`config.mk`:
```
export PLATFORM = sky130hd
export DESIGN_NAME = vga_timing_gen
export DESIGN_NICKNAME = d
export VERILOG_FILES = /design/src/rtl/vga_timing_gen.sv
export SDC_FILE = /design/constraint.sdc
export NUM_CORES = 1
export LEC_CHECK = 0
export BUFFER_PORTS_ARGS = -buffer_cell sky130_fd_sc_hd__buf_4
export CORE_UTILIZATION = 35
export CTS_CLUSTER_SIZE = 8
export DETAILED_ROUTE_END_ITERATION = 16
export SLEW_MARGIN = 20
export SYNTH_ARGS = -nofsm -noshare
export SYNTH_HDL_FRONTEND = slang
export SYNTH_SLANG_ARGS = --single-unit
export TNS_END_PERCENT = 1
```
`constraint.sdc`:
```
create_clock -name clk -period 2.4 [get_ports clk]
set_input_delay 0.72 -clock clk [delete_from_list [all_inputs] [get_ports clk]]
set_output_delay 0.72 -clock clk [all_outputs]
set_load 0.02 [all_outputs]
```
`src/rtl/vga_timing_gen.sv`:
```
// vga_timing_gen - parametrised VGA raster timing generator.
//
// Keeps a horizontal/vertical raster position that advances on pix_en and
// derives sync, blanking and display-enable from it. Those five signals run
// through a PIPE-deep delay line so they line up with downstream fetch
// latency. Also produces undelayed line/frame start pulses and a
// frame-based cursor blink timebase.
//
// Ports:
//   clk          system clock
//   resetb       asynchronous active-low reset
//   pix_en       pixel clock enable; all state advances only when high
//   line_dbl     1 = y reports line/2 (double-scan), sampled combinationally
//   x            horizontal position (current counter value)
//   y            vertical position, or position/2 when line_dbl=1
//   hsync        horizontal sync at HSYNC_POL level, delayed PIPE ticks
//   vsync        vertical sync at VSYNC_POL level, delayed PIPE ticks
//   hblank       1 outside the horizontal active region, delayed PIPE ticks
//   vblank       1 outside the vertical active region, delayed PIPE ticks
//   de           display enable (~hblank & ~vblank), delayed PIPE ticks
//   line_start   one-clk pulse after h wraps to 0
//   frame_start  one-clk pulse after h and v both wrap to 0
//   blink        toggles every BLINK_FRAMES frames
module vga_timing_gen #(
    parameter int unsigned H_ACTIVE     = 640,
    parameter int unsigned H_FP         = 16,
    parameter int unsigned H_SYNC       = 96,
    parameter int unsigned H_BP         = 48,
    parameter int unsigned V_ACTIVE     = 480,
    parameter int unsigned V_FP         = 10,
    parameter int unsigned V_SYNC       = 2,
    parameter int unsigned V_BP         = 33,
    parameter logic        HSYNC_POL    = 1'b0,
    parameter logic        VSYNC_POL    = 1'b0,
    parameter int unsigned PIPE         = 2,
    parameter int unsigned BLINK_FRAMES = 16,
    localparam int unsigned H_TOTAL     = H_ACTIVE + H_FP + H_SYNC + H_BP,
    localparam int unsigned V_TOTAL     = V_ACTIVE + V_FP + V_SYNC + V_BP,
    localparam int unsigned XW          = $clog2(H_TOTAL),
    localparam int unsigned YW          = $clog2(V_TOTAL)
) (
    input  logic          clk,
    input  logic          resetb,
    input  logic          pix_en,
    input  logic          line_dbl,
    output logic [XW-1:0] x,
    output logic [YW-1:0] y,
    output logic          hsync,
    output logic          vsync,
    output logic          hblank,
    output logic          vblank,
    output logic          de,
    output logic          line_start,
    output logic          frame_start,
    output logic          blink
);

    localparam int unsigned HS_START = H_ACTIVE + H_FP;
    localparam int unsigned HS_END   = H_ACTIVE + H_FP + H_SYNC;
    localparam int unsigned VS_START = V_ACTIVE + V_FP;
    localparam int unsigned VS_END   = V_ACTIVE + V_FP + V_SYNC;
    localparam int unsigned BW       = (BLINK_FRAMES > 1) ? $clog2(BLINK_FRAMES) : 1;

    // Delay-line word: {hsync, vsync, hblank, vblank, de}; idle = blanked.
    localparam logic [4:0] IDLE = {~HSYNC_POL, ~VSYNC_POL, 1'b1, 1'b1, 1'b0};

    logic [XW-1:0] h, h_next;
    logic [YW-1:0] v, v_next;
    logic          h_wrap, v_wrap;
    logic [BW-1:0] fcnt;
    logic          hsync_raw, vsync_raw, hblank_raw, vblank_raw;
    logic [4:0]    raw;
    logic [5*(PIPE+1)-1:0] pipe_q;

    // All range compares are done at 32 bits so boundaries equal to a
    // power-of-two total cannot wrap in the narrow counter width.
    always_comb begin
        h_wrap = (32'(h) == H_TOTAL - 1);
        v_wrap = (32'(v) == V_TOTAL - 1);
        h_next = h_wrap ? '0 : h + 1'b1;
        v_next = v;
        if (h_wrap) begin
            v_next = v_wrap ? '0 : v + 1'b1;
        end
    end

    // Decode from the position being loaded, so stage 0 is aligned with x/y.
    always_comb begin
        hsync_raw  = ((32'(h_next) >= HS_START) && (32'(h_next) < HS_END)) ? HSYNC_POL : ~HSYNC_POL;
        vsync_raw  = ((32'(v_next) >= VS_START) && (32'(v_next) < VS_END)) ? VSYNC_POL : ~VSYNC_POL;
        hblank_raw = (32'(h_next) >= H_ACTIVE);
        vblank_raw = (32'(v_next) >= V_ACTIVE);
        raw        = {hsync_raw, vsync_raw, hblank_raw, vblank_raw, ~hblank_raw & ~vblank_raw};
    end

    always_ff @(posedge clk or negedge resetb) begin
        if (!resetb) begin
            h           <= '0;
            v           <= '0;
            line_start  <= 1'b0;
            frame_start <= 1'b0;
            fcnt        <= '0;
            blink       <= 1'b0;
        end else begin
            line_start  <= pix_en & h_wrap;
            frame_start <= pix_en & h_wrap & v_wrap;
            if (pix_en) begin
                h <= h_next;
                v <= v_next;
                if (h_wrap && v_wrap) begin
                    if (32'(fcnt) == BLINK_FRAMES - 1) begin
                        fcnt  <= '0;
                        blink <= ~blink;
                    end else begin
                        fcnt <= fcnt + 1'b1;
                    end
                end
            end
        end
    end

    generate
        if (PIPE == 0) begin : g_nopipe
            always_ff @(posedge clk or negedge resetb) begin
                if (!resetb) begin
                    pipe_q <= IDLE;
                end else if (pix_en) begin
                    pipe_q <= raw;
                end
            end
        end else begin : g_pipe
            always_ff @(posedge clk or negedge resetb) begin
                if (!resetb) begin
                    pipe_q <= {(PIPE+1){IDLE}};
                end else if (pix_en) begin
                    pipe_q <= {pipe_q[5*PIPE-1:0], raw};
                end
            end
        end
    endgenerate

    assign {hsync, vsync, hblank, vblank, de} = pipe_q[5*PIPE +: 5];

    assign x = h;
    assign y = line_dbl ? (v >> 1) : v;

endmodule

```
# == Yosys cells after proc, flatten, opt, wreduce, memory -nomap -nowiden ==
# Cells that the tools add are included.
# totals
ramBits,0
ff_bits,42
output_inout_bits,28
inputBits,4
n_memories,0
rom_bits,0
latchBits,0
# classes
n_eq_ne,3
n_lt_le_gt_ge,6
div_mod_pow,0
n_addsub,3
multipliers,0
bitwise_logic,6
reduce_logical,5
muxes,7
shift,0
# ops
op,n
$mux 10,4
$add 10x1->10 const B,2
$eq 10x10->1 const B,2
$ge 10x10->1 const B,2
$ge 10x9->1 const B,2
$lt 10x10->1 const B,1
$lt 10x9->1 const B,1
$add 4x1->4 const B,1
$eq 4x4->1 const B,1
$mux 4,1
$and 1x1->1,3
$logic_and 1x1->1,3
$not 1->1,3
$reduce_and 3->1,1
$mux 1,2
$reduce_and 2->1,1

# == Logic depth before layout (Yosys ltp) ==
# depth
depth_word,6
depth_mapped,9

# == Worst setup path after synthesis ==
# No wires, ideal clock.
# synth_timing
path_type,flip-flop to flip-flop
startpoint,"register h[0], in the netlist x[0]"
endpoint,register pipe_q[3]
path_buffers,1
period_less_slack_ps,2317
setup_slack_ps,83
t_arrival_ps,2233
t_required_ps,2317
stages_incl_launch_ff,9
path_cell_list,dfrtp_1 > ha_1 > and4_4 > and4_2 > buf_2 > a21oi_1 > a21oi_1 > or3_1 > o32a_1
# synth_between
elab_chain_cells,5
# synth_lines
item,line,source
from (decl),67,"logic [XW-1:0] h, h_next;"
from (signal assigned),108,h <= h_next;
$eq 10x10->1 *,78,h_wrap = (32'(h) == H_TOTAL - 1);
$mux 10 *,82,if (h_wrap) begin
$ge 10x9->1 or $lt 10x9->1 (tied branches),90,vsync_raw = ((32'(v_next) >= VS_START) && (32'(v_next) < VS_END)) ? VSYNC_POL : ~VSYNC_POL;
$logic_and 1x1->1 *,90,
$mux 1 *,90,
to (signal assigned),134,pipe_q <= {(PIPE+1){IDLE}};
to (signal assigned),136,"pipe_q <= {pipe_q[5*PIPE-1:0], raw};"
to (decl),73,logic [5*(PIPE+1)-1:0] pipe_q;
# Mark *: on every way between the ends. The rest lies on a longest branch, timed or not.
# A chain may end at the register's enable or synchronous reset.

# == Worst setup path in the final report ==
# layout_timing
startpoint,"register h[1], in the netlist x[1]"
endpoint,register pipe_q[3]
# The elaborated chain is that of the path after synthesis.

==> impl_metrics.json <==
{
  "clk_latency_ns": 0.29,
  "numPortBuffers": 31,
  "firstDrtPassIters": 4,
  "die_x_um": 83.41,
  "rrSetupSlack_ns": 0.15,
  "wl_per_cell_um": 14.26,
  "start_util": 0.3632,
  "fin_total_pwr_mw": 1.903,
  "setup_viol": 0,
  "fmax_ghz": 0.4435,
  "end_kind": "flop",
  "yosys-top-cells-area": "dfrtp_1 32%, dfstp_2 14%, mux2_2 9.7%, xnor2_1 3.8%, nand2_1 3.6%",
  "synth-main-ff-cell": "dfrtp_1",
  "htree_levels": 2,
  "clock-sinks": 42,
  "syn_area_um2": 2320,
  "path_cells": "ha_1 -> and4_4 -> and4_2 -> nand2_1 -> xor2_1 -> or3_1 -> o32a_1",
  "finalCritPeriodShare": 0.9395,
  "r2r_end": "pipe_q[3]$_DFFE_PN1P_",
  "crit_path_start_kind": "flop",
  "cts_setup_buffers": 0,
  "syn_to_final_growth_pct": 19.85,
  "synth_largest_area_cell": "dfrtp_1",
  "grt_start_max_net_pins": 43,
  "cts_tree": "built",
  "num_rows": 29,
  "io_pins": 32,
  "yosys.area.top_type_share": 0.3236,
  "min_period_ns": 2.255,
  "cp_top_family": "simple AND/OR/NAND/NOR gates",
  "ir_drop_uv": 531.8,
  "tightestPinTransition_ns": 0.5195,
  "place.gp.congestion": 0.8360,
  "clock_path_buffers": 2,
  "syn-instance-count": 231,
  "outcome": "complete, no violations",
  "rsz0062_at_grt": "no",
  "first_iter_violations": 86,
  "root_buffer": "clkbuf_8",
  "p_leak_nw": 1.178,
  "layout-drive-gt1-share": 0.3407,
  "power_density_nw_per_um2": 684.5,
  "nets": 278,
  "async_flop_share": 1.000,
  "ys_seq_area_frac": 0.4595,
  "arrival_ns": 2.48,
  "drcViolationCount": 0,
  "synthesis.nets": 240,
  "num_vias": 1872,
  "critPathMaxFanout": 11,
  "synth-seq-cells": 42,
  "diodes": 0,
  "antenna_left": 0,
  "setup_tns_ns": 0,
  "finClkSkew_ns": 0.004667,
  "yosys.cell_types.count": 42,
  "clk_pin_slew_ns": 0.08,
  "critPathBufInv": 0,
  "hp-class": "in2async",
  "cts_resized": 0,
  "viasPerCell": 5.395,
  "critPathRequiredTime_ns": 2.62,
  "slew_violations": 0,
  "grt_usage": 0.1495,
  "synth_edf_count": 0,
  "yosys_warnings": 0,
  "criticalPathCategory": "reg2reg",
  "grt_first_pass_wirelength_um": 8355,
  "hold_violations": 0,
  "antenna_found_initial": 0,
  "reg2regPathDepth": 7,
  "max_cap_violations": 0,
  "crit_slowest_cell": "dfrtp_1",
  "numCtsBuffers": 5,
  "slew_headroom": 0.6537,
  "gr-total-overflow": 0,
  "routed_wl_um": 4947,
  "core_area_um2": 6386,
  "worstReg2RegStart": "x[1]$_DFFE_PN0P_",
  "grt_pass1_vias": 1722,
  "ctsHoldBuffers": 0,
  "die_area_um2": 6957,
  "dp_hpwl_um": 3564,
  "dieHeight_um": 83.41,
  "synth.avg_cell_area_um2": 10.04,
  "post-route-util": 0.4353,
  "slowest_delay_ns": 0.43
}
==> metal layers <==
layer	routed length, µm	global-route usage	share of wire
met2	2420	0.2504	0.49
met1	2279	0.1991	0.46
met5	0	0	0
met3	211	0.02684	0.043
met4	35	0.04160	0.0071
==> cells in the mapped netlist, types with 2 or more instances <==
cell       n
dfrtp_1   30
nand2_1   22
mux2_2    20
nor2_1    17
o21ai_0   15
a21oi_1   12
dfstp_2   12
nand3_1   11
xnor2_1   10
buf_2      9
inv_1      8
nand4_1    7
a31oi_1    6
clkbuf_1   5
ha_1       5
nor3_1     4
mux2i_1    3
or3_1      3
xor2_1     3
and3_1     2
nand4_4    2
o21a_1     2
o31ai_1    2
o32a_1     2
o41ai_1    2
==> worst reg2reg max path: cells and delay by family, from the launching register on <==
| kind | cells | cell delay [ns] |
|---|---|---|
| flops | 1 | 0.43 |
| simple gates | 4 | 1.07 |
| xor+xnor | 1 | 0.16 |
| fa+ha+maj | 1 | 0.21 |
| compound gates | 1 | 0.34 |
==> sequential cells by signal, indices dropped and copies added (netlist names) <==
register     count
v               10
pipe_q          15
line_start       1
fcnt             4
x               10
frame_start      1
blink            1
==> area by class of cell <==
cell class / instances / area (µm²)
multi-input cells: 167 / 1160
well taps: 77 / 96.34
clock inverters: 3 / 21.27
flip-flops and latches: 42 / 1066
clock buffers: 5 / 68.82
repair buffers: 45 / 337.8
inverters: 8 / 30.03
fillers: 644 / 3606
==> power breakdown <==
| group | switching [mW] | internal, mW |
|---|---|---|
| registers | 0.0827 | 0.802 |
| clock network | 0.251 | 0.204 |
| logic | 0.309 | 0.254 |
| total | 0.642 | 1.26 |
==> cell usage in the layout (no fill, tap or decap), drive strengths merged, types with 3 or more instances in the layout <==
cell type,instances
inv,8
nand3,11
xnor2,10
xor2,3
ha,5
clkbuf,5
nor2,17
mux2,20
mux2i,3
buf,45
or3,3
o21ai,15
dfstp,12
a21oi,12
dfrtp,30
nor3,6
nand4,9
nand2,22
a31oi,6
==> through the flow <==
stage	std cells	worst slack [ns]	area, µm²	hold WS (ns)
after floorplan	231	0.08319	2320	0.4244
after global placement	339	0.2279	2690	0.4679
after detailed placement	339	0.1553	2690	0.4683
after CTS	347	0.1401	2780	0.4201
after global routing	347	0.002698	2780	0.4366
final	347	0.1451	2780	0.3998
==> logic make-up (layout without fill, tap and decap cells) <==
kind of cell               after synthesis  after routing  share of synthesized area
muxes                                   23             23                     0.1100
and+or+nand+nor                         78             78                     0.1866
AOI/OAI and AO/OA                       48             48                     0.1273
DFF                                     42             42                     0.4595
adders and majority gates                5              5                    0.02697
buffers and inverters                   22             61                    0.04045
xor gates and xnor gates                13             13                    0.04908
==> worst max path at each step <==
stage | endpoint | depth (start not counted) | start | slack, ns
2_1_floorplan | pipe_q[3]$_DFFE_PN1P_ | 8 | x[0]$_DFFE_PN0P_ | 0.08
3_3_place_gp | pipe_q[3]$_DFFE_PN1P_ | 7 | x[1]$_DFFE_PN0P_ | 0.23
6_report | pipe_q[3]$_DFFE_PN1P_ | 7 | x[1]$_DFFE_PN0P_ | 0.15
3_5_place_dp | pipe_q[3]$_DFFE_PN1P_ | 7 | x[1]$_DFFE_PN0P_ | 0.16
5_1_grt | pipe_q[3]$_DFFE_PN1P_ | 7 | x[1]$_DFFE_PN0P_ | 0.003
4_1_cts | pipe_q[3]$_DFFE_PN1P_ | 7 | x[1]$_DFFE_PN0P_ | 0.14
Power figures use the tool's default switching activity.
